**config.mk**
```make
export PLATFORM = sky130hd
export DESIGN_NAME = riscv_mul_ctrl_flat
export DESIGN_NICKNAME = d
export VERILOG_FILES = /design/src/rtl/riscv_mul_ctrl_if.sv /design/src/rtl/riscv_mul_ctrl.sv /design/src/flat_wrapper.sv
export SDC_FILE = /design/constraint.sdc
export NUM_CORES = 1
export LEC_CHECK = 0
export CORE_AREA = 2 2 161 163
export CTS_BUF_LIST = sky130_fd_sc_hd__clkbuf_16
export CTS_CLUSTER_SIZE = 20
export DETAILED_ROUTE_END_ITERATION = 10
export DIE_AREA = 0 0 163 165
export HOLD_SLACK_MARGIN = 0.02
export PLACE_DENSITY = 0.77
export SLEW_MARGIN = 20
export SYNTH_ARGS = -nofsm -noshare
export SYNTH_HDL_FRONTEND = slang
export SYNTH_SLANG_ARGS = --single-unit
```
**constraint.sdc**
```tcl
create_clock -name i_riscv_mul_clk -period 10.2 [get_ports i_riscv_mul_clk]
set_input_delay 2.04 -clock i_riscv_mul_clk [delete_from_list [all_inputs] [get_ports i_riscv_mul_clk]]
set_output_delay 2.04 -clock i_riscv_mul_clk [all_outputs]
set_load 0.05 [all_outputs]
```
**src/rtl/riscv_mul_ctrl_if.sv**
```systemverilog
// rtl/riscv_mul_ctrl_if.sv - pipeline and multiplier signals of the RV64M multiply sequencer
interface riscv_mul_ctrl_if;
    logic        i_riscv_mulctl_req;
    logic [3:0]  i_riscv_mulctl_op;
    logic [63:0] i_riscv_mulctl_rs1;
    logic [63:0] i_riscv_mulctl_rs2;
    logic [4:0]  i_riscv_mulctl_rd;
    logic        i_riscv_mulctl_flush;
    logic        o_riscv_mulctl_stall;
    logic        o_riscv_mulctl_wb;
    logic [63:0] o_riscv_mulctl_result;
    logic [4:0]  o_riscv_mulctl_rd;
    logic        o_riscv_mulctl_timeout;
    logic [63:0] o_riscv_mulctl_mul_rs1data;
    logic [63:0] o_riscv_mulctl_mul_rs2data;
    logic [3:0]  o_riscv_mulctl_mul_mulctrl;
    logic [63:0] i_riscv_mulctl_mul_product;
    logic        i_riscv_mulctl_mul_valid;

    modport slave (
        input  i_riscv_mulctl_req, i_riscv_mulctl_op, i_riscv_mulctl_rs1, i_riscv_mulctl_rs2,
        input  i_riscv_mulctl_rd, i_riscv_mulctl_flush,
        input  i_riscv_mulctl_mul_product, i_riscv_mulctl_mul_valid,
        output o_riscv_mulctl_stall, o_riscv_mulctl_wb, o_riscv_mulctl_result, o_riscv_mulctl_rd,
        output o_riscv_mulctl_timeout,
        output o_riscv_mulctl_mul_rs1data, o_riscv_mulctl_mul_rs2data, o_riscv_mulctl_mul_mulctrl
    );

    modport master (
        output i_riscv_mulctl_req, i_riscv_mulctl_op, i_riscv_mulctl_rs1, i_riscv_mulctl_rs2,
        output i_riscv_mulctl_rd, i_riscv_mulctl_flush,
        output i_riscv_mulctl_mul_product, i_riscv_mulctl_mul_valid,
        input  o_riscv_mulctl_stall, o_riscv_mulctl_wb, o_riscv_mulctl_result, o_riscv_mulctl_rd,
        input  o_riscv_mulctl_timeout,
        input  o_riscv_mulctl_mul_rs1data, o_riscv_mulctl_mul_rs2data, o_riscv_mulctl_mul_mulctrl
    );
endinterface

```
**src/rtl/riscv_mul_ctrl.sv**
```systemverilog
// rtl/riscv_mul_ctrl.sv - EX-stage sequencer for the shared multi-cycle RV64M multiplier
// Optional one-entry result cache: RISCV_MULCTL_CACHE_EN
module riscv_mul_ctrl #(
    parameter int TIMEOUT = 80,
    parameter int CNT_W   = 7
) (
    input logic             i_riscv_mul_clk,
    input logic             i_riscv_mul_rst,
    riscv_mul_ctrl_if.slave bus
);

    typedef enum logic [1:0] {S_IDLE, S_BUSY, S_DONE, S_DRAIN} state_t;

    state_t             state_q, state_d;
    logic [3:0]         op_q;
    logic [63:0]        rs1_q, rs2_q, result_q;
    logic [4:0]         rd_q;
    logic [CNT_W-1:0]   cnt_q;
    logic               timeout_q;

    logic               legal, flush, valid, cnt_hit;
    logic               latch, capture, hit_take, set_timeout;
    logic               stall, wb;
    logic [3:0]         mulctrl;
    logic               cache_hit;
    logic [63:0]        cache_prod;

    assign legal   = bus.i_riscv_mulctl_req & bus.i_riscv_mulctl_op[3];
    assign flush   = bus.i_riscv_mulctl_flush;
    assign valid   = bus.i_riscv_mulctl_mul_valid;
    assign cnt_hit = (cnt_q == CNT_W'(TIMEOUT - 1));

    always_comb begin
        state_d     = state_q;
        stall       = 1'b0;
        wb          = 1'b0;
        mulctrl     = 4'b0;
        latch       = 1'b0;
        capture     = 1'b0;
        hit_take    = 1'b0;
        set_timeout = 1'b0;
        case (state_q)
            S_IDLE: begin
                stall = legal;
                if (legal && !flush) begin
                    latch    = 1'b1;
                    hit_take = cache_hit;
                    state_d  = cache_hit ? S_DONE : S_BUSY;
                end
            end
            S_BUSY: begin
                stall   = 1'b1;
                mulctrl = op_q;
                if (valid) begin
                    capture = 1'b1;
                    state_d = flush ? S_IDLE : S_DONE;
                end else if (cnt_hit) begin
                    set_timeout = 1'b1;
                    state_d     = S_IDLE;
                end else if (flush) begin
                    state_d = S_DRAIN;
                end
            end
            S_DONE: begin
                wb      = !flush;
                state_d = S_IDLE;
            end
            S_DRAIN: begin
                // Keep the multiplier fed until its in-flight product arrives and is dropped.
                stall   = legal;
                mulctrl = op_q;
                if (valid) begin
                    state_d = S_IDLE;
                end else if (cnt_hit) begin
                    set_timeout = 1'b1;
                    state_d     = S_IDLE;
                end
            end
            default: state_d = S_IDLE;
        endcase
    end

    always_ff @(posedge i_riscv_mul_clk or posedge i_riscv_mul_rst) begin
        if (i_riscv_mul_rst) begin
            state_q   <= S_IDLE;
            op_q      <= '0;
            rs1_q     <= '0;
            rs2_q     <= '0;
            rd_q      <= '0;
            result_q  <= '0;
            cnt_q     <= '0;
            timeout_q <= 1'b0;
        end else begin
            state_q <= state_d;
            if (latch) begin
                op_q  <= bus.i_riscv_mulctl_op;
                rs1_q <= bus.i_riscv_mulctl_rs1;
                rs2_q <= bus.i_riscv_mulctl_rs2;
                rd_q  <= bus.i_riscv_mulctl_rd;
            end
            if (capture) begin
                result_q <= bus.i_riscv_mulctl_mul_product;
            end else if (hit_take) begin
                result_q <= cache_prod;
            end
            if (latch) begin
                cnt_q <= '0;
            end else if (state_q == S_BUSY || state_q == S_DRAIN) begin
                cnt_q <= cnt_q + CNT_W'(1);
            end
            if (set_timeout) begin
                timeout_q <= 1'b1;
            end
        end
    end

`ifdef RISCV_MULCTL_CACHE_EN
    logic        cache_vld_q;
    logic [3:0]  cache_op_q;
    logic [63:0] cache_rs1_q, cache_rs2_q, cache_prod_q;

    assign cache_hit  = cache_vld_q
                      && cache_op_q  == bus.i_riscv_mulctl_op
                      && cache_rs1_q == bus.i_riscv_mulctl_rs1
                      && cache_rs2_q == bus.i_riscv_mulctl_rs2;
    assign cache_prod = cache_prod_q;

    always_ff @(posedge i_riscv_mul_clk or posedge i_riscv_mul_rst) begin
        if (i_riscv_mul_rst) begin
            cache_vld_q  <= 1'b0;
            cache_op_q   <= '0;
            cache_rs1_q  <= '0;
            cache_rs2_q  <= '0;
            cache_prod_q <= '0;
        end else if (set_timeout) begin
            cache_vld_q <= 1'b0;
        end else if (wb) begin
            cache_vld_q  <= 1'b1;
            cache_op_q   <= op_q;
            cache_rs1_q  <= rs1_q;
            cache_rs2_q  <= rs2_q;
            cache_prod_q <= result_q;
        end
    end
`else
    assign cache_hit  = 1'b0;
    assign cache_prod = '0;
`endif

    assign bus.o_riscv_mulctl_stall       = stall;
    assign bus.o_riscv_mulctl_wb          = wb;
    assign bus.o_riscv_mulctl_result      = (state_q == S_DONE) ? result_q : '0;
    assign bus.o_riscv_mulctl_rd          = (state_q == S_DONE) ? rd_q : '0;
    assign bus.o_riscv_mulctl_timeout     = timeout_q;
    assign bus.o_riscv_mulctl_mul_rs1data = rs1_q;
    assign bus.o_riscv_mulctl_mul_rs2data = rs2_q;
    assign bus.o_riscv_mulctl_mul_mulctrl = mulctrl;

endmodule

```
**src/flat_wrapper.sv**
```systemverilog
// flat-port wrapper written by rule: the top's interface ports become plain ports
module riscv_mul_ctrl_flat 
#(
    parameter int TIMEOUT = 80,
    parameter int CNT_W   = 7
)
  (i_riscv_mul_clk, i_riscv_mul_rst, bus_i_riscv_mulctl_req, bus_i_riscv_mulctl_op, bus_i_riscv_mulctl_rs1, bus_i_riscv_mulctl_rs2, bus_i_riscv_mulctl_rd, bus_i_riscv_mulctl_flush, bus_i_riscv_mulctl_mul_product, bus_i_riscv_mulctl_mul_valid, bus_o_riscv_mulctl_stall, bus_o_riscv_mulctl_wb, bus_o_riscv_mulctl_result, bus_o_riscv_mulctl_rd, bus_o_riscv_mulctl_timeout, bus_o_riscv_mulctl_mul_rs1data, bus_o_riscv_mulctl_mul_rs2data, bus_o_riscv_mulctl_mul_mulctrl);
  riscv_mul_ctrl_if bus_i ();
  input logic i_riscv_mul_clk;
  input logic i_riscv_mul_rst;
  input wire logic [$bits(bus_i.i_riscv_mulctl_req)-1:0] bus_i_riscv_mulctl_req;
  input wire logic [$bits(bus_i.i_riscv_mulctl_op)-1:0] bus_i_riscv_mulctl_op;
  input wire logic [$bits(bus_i.i_riscv_mulctl_rs1)-1:0] bus_i_riscv_mulctl_rs1;
  input wire logic [$bits(bus_i.i_riscv_mulctl_rs2)-1:0] bus_i_riscv_mulctl_rs2;
  input wire logic [$bits(bus_i.i_riscv_mulctl_rd)-1:0] bus_i_riscv_mulctl_rd;
  input wire logic [$bits(bus_i.i_riscv_mulctl_flush)-1:0] bus_i_riscv_mulctl_flush;
  input wire logic [$bits(bus_i.i_riscv_mulctl_mul_product)-1:0] bus_i_riscv_mulctl_mul_product;
  input wire logic [$bits(bus_i.i_riscv_mulctl_mul_valid)-1:0] bus_i_riscv_mulctl_mul_valid;
  output wire logic [$bits(bus_i.o_riscv_mulctl_stall)-1:0] bus_o_riscv_mulctl_stall;
  output wire logic [$bits(bus_i.o_riscv_mulctl_wb)-1:0] bus_o_riscv_mulctl_wb;
  output wire logic [$bits(bus_i.o_riscv_mulctl_result)-1:0] bus_o_riscv_mulctl_result;
  output wire logic [$bits(bus_i.o_riscv_mulctl_rd)-1:0] bus_o_riscv_mulctl_rd;
  output wire logic [$bits(bus_i.o_riscv_mulctl_timeout)-1:0] bus_o_riscv_mulctl_timeout;
  output wire logic [$bits(bus_i.o_riscv_mulctl_mul_rs1data)-1:0] bus_o_riscv_mulctl_mul_rs1data;
  output wire logic [$bits(bus_i.o_riscv_mulctl_mul_rs2data)-1:0] bus_o_riscv_mulctl_mul_rs2data;
  output wire logic [$bits(bus_i.o_riscv_mulctl_mul_mulctrl)-1:0] bus_o_riscv_mulctl_mul_mulctrl;
  assign bus_i.i_riscv_mulctl_req = bus_i_riscv_mulctl_req;
  assign bus_i.i_riscv_mulctl_op = bus_i_riscv_mulctl_op;
  assign bus_i.i_riscv_mulctl_rs1 = bus_i_riscv_mulctl_rs1;
  assign bus_i.i_riscv_mulctl_rs2 = bus_i_riscv_mulctl_rs2;
  assign bus_i.i_riscv_mulctl_rd = bus_i_riscv_mulctl_rd;
  assign bus_i.i_riscv_mulctl_flush = bus_i_riscv_mulctl_flush;
  assign bus_i.i_riscv_mulctl_mul_product = bus_i_riscv_mulctl_mul_product;
  assign bus_i.i_riscv_mulctl_mul_valid = bus_i_riscv_mulctl_mul_valid;
  assign bus_o_riscv_mulctl_stall = bus_i.o_riscv_mulctl_stall;
  assign bus_o_riscv_mulctl_wb = bus_i.o_riscv_mulctl_wb;
  assign bus_o_riscv_mulctl_result = bus_i.o_riscv_mulctl_result;
  assign bus_o_riscv_mulctl_rd = bus_i.o_riscv_mulctl_rd;
  assign bus_o_riscv_mulctl_timeout = bus_i.o_riscv_mulctl_timeout;
  assign bus_o_riscv_mulctl_mul_rs1data = bus_i.o_riscv_mulctl_mul_rs1data;
  assign bus_o_riscv_mulctl_mul_rs2data = bus_i.o_riscv_mulctl_mul_rs2data;
  assign bus_o_riscv_mulctl_mul_mulctrl = bus_i.o_riscv_mulctl_mul_mulctrl;
  riscv_mul_ctrl #(.TIMEOUT(TIMEOUT), .CNT_W(CNT_W)) u_core (.i_riscv_mul_clk(i_riscv_mul_clk), .i_riscv_mul_rst(i_riscv_mul_rst), .bus(bus_i));
endmodule
```
======== Word level (Yosys, flattened, before mapping) ========
Cells that the tools add are included.
word-level totals
  register bits ........................... 211
  input port bits ......................... 206
  output and inout bits ................... 204
  word-level logic and storage cells ...... 48
operators by class
  $add $sub $neg .......................... 1
  equality and inequality tests ........... 7
  multiplexer cells ....................... 23
  bitwise operators ....................... 1
  reduce and logical (&&, ||, !) cells .... 8
operators by type and width
  kind                                                    number
  2-to-1 mux 64 bit                                       2
  2-to-1 mux 2 bit                                        7
  2-to-1 mux 7 bit                                        2
  2-to-1 mux 1 bit                                        8
  case mux 2 bit (4 select lines)                         1
  adder 7 x 1 -> 7 bit (second input constant)            1
  equality test 7 bit (second input constant)             1
  2-to-1 mux 5 bit                                        1
  equality test 2 bit (second input constant)             2
  2-to-1 mux 4 bit                                        1
  inequality test 4 x 3 -> 1 bit (second input constant)  1
  OR reduction 2 bit                                      2
  inequality test 3 x 2 -> 1 bit (second input constant)  1
  AND reduction 3 bit                                     1
  equality test 2 x 1 -> 1 bit (second input constant)    1
  zero test 2 bit                                         1
  inequality test 2 x 1 -> 1 bit (second input constant)  1
  case mux 1 bit (2 select lines)                         1
  nonzero test 2 bit                                      1
  bitwise AND 1 bit                                       1
  logical AND 1 bit                                       1
  zero test 1 bit                                         1
  logical OR 1 bit                                        1

======== Depth between registers and ports, before layout ========
Gate-level depths: netlist of run 1.
  depth in word-level cells ............... 5
  mapped depth ............................ 7
  gate-level depth less buffers ........... 6

======== Worst setup path after synthesis of run 1 ========
No wires, ideal clock.
  path type ............................... input to output
  start point ............................. input bus_i_riscv_mulctl_req
  end point ............................... output bus_o_riscv_mulctl_stall
  arrival ................................. 2.867 ns
  data required time ...................... 8.160 ns
  path slack .............................. 5.293 ns
  stages on the path ...................... 4
  path buffers ............................ 0
  cells stage by stage .................... nand2_1 -> nor2_1 -> nor2_1 -> nor2_1
between the ends
  longest elaborated chain between the ends .. 2
ends and longest elaborated chain
  item                             line                  RTL
  start, declared                  flat_wrapper.sv:11    input wire logic [$bits(bus_i.i_riscv_mulctl_req)-1:0] bus_i_riscv_mulctl_req;
  bitwise AND 1 bit                riscv_mul_ctrl.sv:28  assign legal = bus.i_riscv_mulctl_req & bus.i_riscv_mulctl_op[3];
  case mux 1 bit (2 select lines)  riscv_mul_ctrl.sv:42  case (state_q)
  end, declared                    flat_wrapper.sv:19    output wire logic [$bits(bus_i.o_riscv_mulctl_stall)-1:0] bus_o_riscv_mulctl_stall;
No other way between the ends.

======== Worst setup path in the final report of run 1 ========
Ends and elaborated chain as after synthesis.

==> summary.txt, run 1 <==
Logic synthesis
  • Netlist cell types: 28
  • #FFs+latches synth: 211
  • Synth top area cells: dfrtp_1 62%, mux2_2 26%, and2_1 5.1%
  • Syn_nets: about 780
  • Average cell area after synthesis: ~15 sq um
  • Sequential-to-total area share from yosys stat: 61.80%
  • Synth warn: 0
  • Top-area cell type share of the netlist area: roughly 60%
  • Post-Synthesis Cells: between 500 and 600
  • Synthesized area: 8544 sq um
  • Yosys top cell by area: dfrtp_1

Clock network
  • H-tree Lvls: 1
  • CTS hold repair buffers: 0
  • Bufs on Longest Clock Path: 3
  • Post_cts resized: 0
  • CTS clk-pin slew, worst paths: 60 ps
  • CTS root buf: clkbuf_16
  • CTS tree: yes
  • CTS Sinks: approximately 210
  • Clock buffer count from CTS: 24
  • Worst skew pair latency: 510 ps
  • Number of post-CTS setup repair buffers: 0

Job
  • Max Cap Viol: 0

Layout
  • Reg area: 5280 sq um
  • Share of cells above drive strength 1: between 20% and 30%
  • Area of the multi-input gates: 3084 sq um
  • Final Net Count: 1191
  • N_diodes: 0
  • Highest-count cells in the layout ignoring fill and taps: 409 x clkdlybuf4s50_1, 211 x dfrtp_1, 200 x mux2_2
  • P&R area growth vs syn: 60.95%
  • Commonest non-fill, non-tap cell in the layout: clkdlybuf4s50_1
  • Fillers: 2100

Place
  • IO buf count: approximately 400
  • GPL Wtd Cong: 0.7350
  • Dpl hpwl: 17.83 mm

Timing
  • RSZ-0062 raised after global routing: no
  • Fin. max-slew vios: 0
  • Fin Hold WS: 458.6 ps
  • Tmin final: 5755 ps
  • Final setup viols: 0
  • Max-slew headroom: 34.46%
  • Post-Route Setup TNS: 0 ps
  • Slew @ Worst Pin: 983.2 ps
  • F_max: 173.8 MHz
  • Worst Skew: 12.85 ps
  • Tcrit/Tclk final: 56.42%
  • Hold Fails Final Rpt: 0

Critical path
  • CP Max Fanout: 3
  • WS Path Type: in -> out
  • Critical Path, Cell by Cell: clkdlybuf4s50_1, nand2_1, nor2_1, nor2_1, nor2_1, clkdlybuf4s50_1
  • Most used cell, CP: nor2_1
  • CP top delay family: buffers and inverters
  • Data required time of the worst path: just over 8000 ps
  • Crit path capture type: primary output
  • Worst Path Buf+Inv: 2
  • Critical path launch point type: input port
  • CP max stage cell: clkdlybuf4s50_1
  • Delay of the slowest critical-path stage: 810 ps
  • CP arrival: around 3700 ps

Power
  • Internal: 2.798 mW
  • Clock Power Share: 17.7%
  • Comb power frac: 53.0%
  • Sw power: 2.174 mW
  • Flop pwr share: 29.3%
  • Maximum vdd drop: 0.0002144 V
  • Sw frac: 43.73%
  • Static leakage: 5.707 nW
  • Pwr/cell area: ~360 nW/um^2

Floorplanning
  • Die Height: between 150 and 200 um
  • IO Pins: 410
  • Core Rows: 58
  • Starting Density: around 34%
  • Die W: between 150 and 200 um
  • Core area: 25040 sq um
  • Total die area: between 20000 and 30000 sq um

Global route
  • Total grt overflow: 0
  • Initial antenna violation count: 0
  • Vias in the first global route: 6341
  • Largest net degree at the start of global routing: 136
  • First-pass GRT wire length: 36.92 mm
  • Total track usage: between 10% and 20%

Route
  • Uppermost layer routed: met4
  • Drt drc: 0
  • Met2 WL: roughly 12 mm
  • DR WL met3: 2.750 mm
  • Initial DRC Count: 227
  • Final wirelength: 24.64 mm
  • Metal-1 WL: 9.067 mm
  • Vias per cell: about 4.6
  • Vias post-DR: between 6000 and 7000
  • Post-DRT Antenna Nets: 0
  • WL per Instance: 18.61 um
  • Drt pass-1 iters: 4

Outcome
  • Status: finished, final reports clean

Worst hold path
  • Worst min path class: reg -> reg
cell type report:
cell class	count	share of cell area (%)
Timing Repair Buffer	414	30.19
Multi-Input combinational cell	323	22.43
Tap cell	330	3.002
Inverter	5	0.1911
Sequential cell	211	38.40
Clock inverter	16	1.246
Clock buffer	25	4.549
flip-flops by register name, summed over array words and instances (netlist names):
register / count
u_core.bus.o_riscv_mulctl_mul_rs1data: 64
u_core.bus.o_riscv_mulctl_mul_rs2data: 64
u_core.result_q: 64
u_core.cnt_q: 7
u_core.rd_q: 5
u_core.op_q: 4
u_core.state_q: 2
u_core.bus.o_riscv_mulctl_timeout: 1
per-layer routing:
| metal | global-route usage (%) | up-vias |
|---|---|---|
| li1 | - | 2783 |
| met1 | 20.03 | 2986 |
| met2 | 31.12 | 277 |
| met3 | 7.157 | 36 |
| met4 | 4.626 | 0 |
| met5 | 0 | - |
final timing paths:
kind,from,endpoint,slack (ps),cells after the start
max in group asynchronous,i_riscv_mul_rst,u_core.bus.o_riscv_mulctl_mul_rs1data[28],6720,4
min in group asynchronous,i_riscv_mul_rst,u_core.bus.o_riscv_mulctl_mul_rs2data[11],2130,2
worst max register to register,u_core.state_q[0],u_core.bus.o_riscv_mulctl_mul_rs2data[37],7050,6
worst min-delay path,u_core.op_q[3],u_core.op_q[3],460,1
worst min register to register,u_core.op_q[3],u_core.op_q[3],460,1
worst max-delay path,bus_i_riscv_mulctl_req,bus_o_riscv_mulctl_stall,4440,6
metrics by stage:
stage          setup slack [ps]  area (sq um)  cells  total power, mW  util (%)
2_1_floorplan              2394          8544    569            3.188         -
3_3_place_gp               4395         12920   1282            4.084     51.59
3_5_place_dp               4449         12920   1282            4.127     51.59
4_1_cts                    4438         13710   1323            5.028     54.78
5_1_grt                    4417         13750   1324            5.206     54.93
6_report                   4445         13750   1324            4.972     54.93
power groups by stage:
stage | Clock, mW | Sequential [mW] | Combinational [mW]
finish | 0.879 | 1.46 | 2.63
global route | 0.940 | 1.52 | 2.75
CTS | 0.904 | 1.46 | 2.66
detailed placement | 0 | 1.47 | 2.65
global placement | 0 | 1.45 | 2.63
floorplan | 0 | 2.32 | 0.865
cells in the mapped netlist:
master / count
clkbuf_1: 7
o31ai_2: 1
xnor2_1: 1
nor3_1: 1
mux2_1: 2
o21ai_0: 6
nand3_2: 1
nor2b_1: 5
o2111ai_1: 1
o32ai_1: 1
mux2_2: 200
a21o_2: 1
dfrtp_1: 211
nor4b_4: 1
nor2_1: 9
buf_2: 16
inv_1: 5
or3_2: 1
and2_1: 69
nand2_1: 6
a21oi_1: 5
or3_1: 1
ha_1: 6
or2_2: 1
buf_6: 6
buf_4: 1
xor2_1: 3
nor3b_1: 1
cell families after synthesis:
family | after synthesis | share of synthesized area [%]
buffers and inverters | 35 | 2.343
and+or+nand+nor | 96 | 6.853
AOI/OAI and AO/OA | 15 | 1.098
DFF | 211 | 61.80
muxes | 202 | 26.62
adders and majority gates | 6 | 0.8786
xor gates and xnor gates | 4 | 0.4101
(Power assumes the default switching activity.)
==> inputs of run 2 (changes only) <==
CORE_AREA = 2 2 160 162   (was 2 2 161 163)
DIE_AREA = 0 0 162 164   (was 0 0 163 165)
PLACE_DENSITY = 0.8   (was 0.77)
clock period = 4.7 ns   (was 10.2 ns; I/O delays follow)
==> run 2 against run 1 <==
Against the previous run:
- design area shrank 0.84%
- die area shrank 1.2%
- critical endpoint is now bus_o_riscv_mulctl_mul_mulctrl[1]
- via count shrank 1.1%
- highest routed layer unchanged
==> summary.txt, run 2 (synthesized netlist as in run 1, its figures left out) <==
Global route
  • Largest net degree at the start of global routing: between 100 and 150
  • First-pass GRT wire length: 35.03 mm
  • M1 GR Usage: 19.52%
  • Total grt overflow: 0
  • GR peak layer: met2
  • Met3 Resource Use GR: 5.960%
  • Vias in the first global route: 6346
  • Initial antenna violation count: 0
  • Met2 Usage GRT: slightly below 30%
  • Total track usage: 16.78%

Layout
  • Commonest non-fill, non-tap cell in the layout: clkdlybuf4s50_1
  • Fillers: a little over 2000
  • Share of cells above drive strength 1: about a quarter
  • N_diodes: 0
  • Post-Route Utilization: 54.95%
  • Final Net Count: 1189
  • Highest-count cells in the layout ignoring fill and taps: 409 x clkdlybuf4s50_1, 211 x dfrtp_1, 200 x mux2_2
  • P&R area growth vs syn: 59.60%
  • Design area: 13640 sq um

Clock network
  • CTS clk-pin slew, worst paths: 60 ps
  • CTS hold repair buffers: 0
  • Worst skew pair latency: 500 ps
  • CTS Sinks: 211
  • Bufs on Longest Clock Path: 3
  • Number of post-CTS setup repair buffers: 0
  • Clock buffer count from CTS: 23
  • CTS root buf: clkbuf_16
  • CTS tree: yes
  • Post_cts resized: 0
  • H-tree Lvls: 1

Critical path
  • Data required time of the worst path: 3760 ps
  • WS Path Type: reg -> out
  • RR Startpoint: u_core.state_q[1]
  • Crit path capture type: primary output
  • CP Max Fanout: 10
  • Critical Path Start: u_core.state_q[1]
  • CP arrival: ~2800 ps
  • Critical path launch point type: flop

Timing
  • RSZ-0062 raised after global routing: no
  • Post-Route Setup TNS: 0 ps
  • F_max: 270.2 MHz
  • Hold Fails Final Rpt: 0
  • Worst Skew: 21.15 ps
  • Fin Hold WS: 471.9 ps
  • Slew @ Worst Pin: just under 1000 ps
  • Max-slew headroom: between 30% and 40%
  • Tcrit/Tclk final: around four fifths
  • Fin. max-slew vios: 0
  • Final setup viols: 0
  • Tmin final: 3701 ps

Route
  • Final wirelength: 23.37 mm
  • WL per Instance: 17.68 um
  • Initial DRC Count: between 200 and 300
  • Drt drc: 0
  • Drt pass-1 iters: 4
  • Vias per cell: 4.551
  • Post-DRT Antenna Nets: 0
  • Vias post-DR: 6017

Power
  • Maximum vdd drop: around 0.00064 V
  • Flop pwr share: 30.4%
  • Pwr/cell area: 771.6 nW/um^2
  • Internal: between 5 and 6 mW
  • Clock Power Share: between 15 and 20%
  • Static leakage: 5.646 nW
  • Sw frac: 44.50%
  • Sw power: 4.683 mW
  • Comb power frac: 54.1%

Worst hold path
  • Worst min path class: reg -> reg
  • Min-delay src: u_core.bus.o_riscv_mulctl_timeout

Floorplanning
  • Starting Density: 34.43%
  • Die Height: 164 um
  • Core Rows: 58
  • Die W: 162 um
  • Total die area: 26570 sq um
  • Core area: 24820 sq um
  • IO Pins: between 400 and 500

Place
  • Post-place instance area: roughly 13000 sq um
  • Dpl hpwl: 17.04 mm
  • IO buf count: 409
  • GPL Wtd Cong: 0.7448

Job
  • Max Cap Viol: 0

Outcome
  • Status: finished, final reports clean
## run 2: worst max-delay path, cell delays in order, from the launching register on
cell	delay [ps]
dfrtp_1	450
inv_1	90
ha_1	300
nor2_1	550
nor2b_1	100
clkdlybuf4s50_1	760
## run 2: area by class of cell
type / instances / area (sq um) / area share, %
sequential: 211 / 5280 / 38.72
timing repair buffer: 413 / 4161 / 30.52
multi-input combinational: 323 / 3084 / 22.62
clock buffer: 23 / 575.6 / 4.221
tap: 330 / 412.9 / 3.028
clock inverter: 17 / 100.1 / 0.7340
inverter: 5 / 22.52 / 0.1652
## run 2: stage by stage
step                std cells  total power, mW  setup WS (ps)
CTS                      1322            10.63          707.0
floorplan                 569            6.919           1018
global route             1322            11.00          842.7
detailed placement       1282            8.938           1154
finish                   1322            10.52          998.9
global placement         1282            8.836           1125
## run 2: power groups by stage
| stage | clock network [mW] | logic [mW] | registers, mW |
|---|---|---|---|
| 3_5_place_dp | 0 | 5.72 | 3.22 |
| 2_1_floorplan | 0 | 1.88 | 5.04 |
| 3_3_place_gp | 0 | 5.66 | 3.18 |
| 4_1_cts | 1.69 | 5.74 | 3.20 |
| 5_1_grt | 1.78 | 5.92 | 3.31 |
| 6_report | 1.63 | 5.69 | 3.20 |
## run 2: path summary, 6_finish.rpt
kind / to / slack [ps] / cells after the start
max: bus_o_riscv_mulctl_mul_mulctrl[1] / 1000 / 5
min: u_core.bus.o_riscv_mulctl_timeout / 470 / 1
max reg2reg: u_core.result_q[26] / 2280 / 5
min reg2reg: u_core.bus.o_riscv_mulctl_timeout / 470 / 1
max in group asynchronous: u_core.bus.o_riscv_mulctl_mul_rs1data[5] / 3190 / 3
min in group asynchronous: u_core.bus.o_riscv_mulctl_mul_rs2data[27] / 960 / 3
## run 2: layer usage
metal,vias up,routed length [um]
met3,31,2346
met2,288,11650
met5,-,0
li1,2769,-
met4,0,515
met1,2929,8860
==> inputs of run 3 (changes only) <==
CORE_AREA = 2 2 161 163   (was 2 2 160 162)
DIE_AREA = 0 0 163 165   (was 0 0 162 164)
PLACE_DENSITY = 0.77   (was 0.8)
clock period = 3.63 ns   (was 4.7 ns; I/O delays follow)
==> run 3 against run 2 <==
Against the previous run:
- via count is 0.17% lower
- highest routed layer unchanged
- wire length is 1.3% higher
- non-clock buffer count increased by 8
- sequential share of layout area down 0.41 points
- sequential cell count stayed put
- hold slack got worse by 13 ps
==> summary.txt, run 3 (synthesized netlist as in run 1, its figures left out) <==
Clock network
  • CTS clk-pin slew, worst paths: around 60 ps
  • Post_cts resized: 0
  • Number of post-CTS setup repair buffers: 0
  • CTS root buf: clkbuf_16
  • Bufs on Longest Clock Path: 3
  • CTS Sinks: 211
  • CTS hold repair buffers: 0
  • Clock buffer count from CTS: 24
  • Worst skew pair latency: 510 ps
  • H-tree Lvls: 1
  • CTS tree: yes

Layout
  • Reg area: ~5300 sq um
  • Share of cells above drive strength 1: 25.40%
  • Post-Layout Cell Count: around 1300
  • Highest-count cells in the layout ignoring fill and taps: 407 x clkdlybuf4s50_1, 211 x dfrtp_1, 200 x mux2_2
  • Final Net Count: 1198
  • Commonest non-fill, non-tap cell in the layout: clkdlybuf4s50_1
  • P&R area growth vs syn: 61.31%
  • Fillers: 2064
  • Area of the multi-input gates: 3077 sq um
  • N_diodes: 0

Power
  • Static leakage: between 5 and 6 nW
  • Clock Power Share: 16.6%
  • Comb power frac: 53.7%
  • Sw power: between 6 and 7 mW
  • Flop pwr share: 29.8%
  • Pwr/cell area: about 1000 nW/um^2
  • Sw frac: 43.96%
  • Power Total: 13.81 mW
  • Internal: between 7 and 8 mW
  • Maximum vdd drop: 0.0006482 V

Floorplanning
  • Core area: 25040 sq um
  • IO Pins: 410
  • Total die area: 26900 sq um
  • Die Height: roughly 170 um
  • Core Rows: 58
  • Die W: 163 um
  • Starting Density: 34.13%

Critical path
  • CP arrival: 2720 ps
  • RR Startpoint: u_core.state_q[1]
  • Critical path launch point type: flop
  • Crit path capture type: primary output
  • Reg2reg path depth: 5
  • Data required time of the worst path: 2900 ps
  • FF-to-FF End: u_core.result_q[28]
  • WS Path Type: reg -> out
  • Worst R2R Setup Slack: 1430 ps
  • CP Max Fanout: 21

Route
  • Vias per cell: 4.517
  • Initial DRC Count: 186
  • WL per Instance: approximately 18 um
  • Vias post-DR: 6007
  • Post-DRT Antenna Nets: 0
  • Drt drc: 0
  • Final wirelength: 23.66 mm
  • Drt pass-1 iters: 4

Timing
  • RSZ-0062 raised after global routing: no
  • Final setup viols: 0
  • F_max: approximately 290 MHz
  • Max-slew headroom: 47.84%
  • Hold Fails Final Rpt: 0
  • Worst Skew: 14.85 ps
  • Fin. max-slew vios: 0
  • Min setup slack post-route: 179.5 ps
  • Tmin final: 3451 ps
  • Slew @ Worst Pin: 780.8 ps
  • Fin Hold WS: 458.8 ps
  • Tcrit/Tclk final: 95.06%
  • Post-Route Setup TNS: 0 ps

Global route
  • Initial antenna violation count: 0
  • Vias in the first global route: 6483
  • Total track usage: 16.99%
  • Largest net degree at the start of global routing: 88
  • Total grt overflow: 0
  • First-pass GRT wire length: 35.80 mm

Worst hold path
  • Worst min path class: reg -> reg
  • WHS Path Cells: 1
  • Min-delay src: u_core.op_q[3]
  • Hold Crit Endpoint: u_core.op_q[3]

Outcome
  • Status: finished, final reports clean

Place
  • Dpl hpwl: approximately 18 mm
  • Dpl ws: 490.3 ps
  • IO buf count: 409
  • GPL Wtd Cong: 0.7565
  • Placed Instances: 1290

Job
  • Max Cap Viol: 0
==> run 3: cell count changes in the layout (fill, tap and decap cells not counted), moves of 2 or more <==
| cell | change |
|---|---|
| clkdlybuf4s50_1 | -2 |
| buf_12 | +3 |
| clkinv_2 | -3 |
| buf_4 | +7 |
| clkbuf_16 | +2 |
==> run 3: worst max-delay path, cell delays in order (launching register included) <==
cell,delay [ps]
dfrtp_1,410
inv_1,130
ha_2,460
buf_4,260
and2_1,140
clkdlybuf4s50_1,810
==> run 3: worst max-delay path by stage <==
| stage | startpoint | end |
|---|---|---|
| after floorplan | i_riscv_mul_rst | u_core.bus.o_riscv_mulctl_mul_rs1data[0] |
| after global placement | bus_i_riscv_mulctl_req | bus_o_riscv_mulctl_stall |
| after detailed placement | bus_i_riscv_mulctl_req | bus_o_riscv_mulctl_stall |
| after CTS | u_core.state_q[0] | bus_o_riscv_mulctl_rd[4] |
| after global routing | u_core.state_q[0] | bus_o_riscv_mulctl_rd[4] |
| final | u_core.state_q[0] | bus_o_riscv_mulctl_rd[4] |
==> run 3: per-layer routing <==
layer | GRT usage [%] | up-vias | part of all wire [%]
met5 | 0 | - | 0
met4 | 4.264 | 0 | 1.7
met3 | 6.504 | 30 | 11
met2 | 30.22 | 280 | 50
met1 | 19.20 | 2904 | 38
li1 | - | 2793 | -
==> run 3: cell type report <==
class,count,area share [%]
flip-flops and latches,211,38.31
repair buffers,421,30.86
multi-input cells,323,22.32
clock buffers,25,4.539
well taps,330,2.996
clock inverters,15,0.8079
inverters,5,0.1634
==> run 3: power by group through the flow <==
stage	clock [mW]	combinational, mW	sequential [mW]
6_report	2.29	7.41	4.11
5_1_grt	2.46	7.72	4.27
4_1_cts	2.36	7.49	4.12
3_5_place_dp	0	7.47	4.15
3_3_place_gp	0	7.39	4.10
2_1_floorplan	0	2.43	6.53
==> run 3: metrics by stage <==
| stage | util [%] | area (sq um) |
|---|---|---|
| 6_report | 55.05 | 13780 |
| 5_1_grt | 55.05 | 13780 |
| 3_5_place_dp | 52.10 | 13040 |
| 3_3_place_gp | 52.10 | 13040 |
| 4_1_cts | 55.04 | 13780 |
| 2_1_floorplan | - | 8548 |
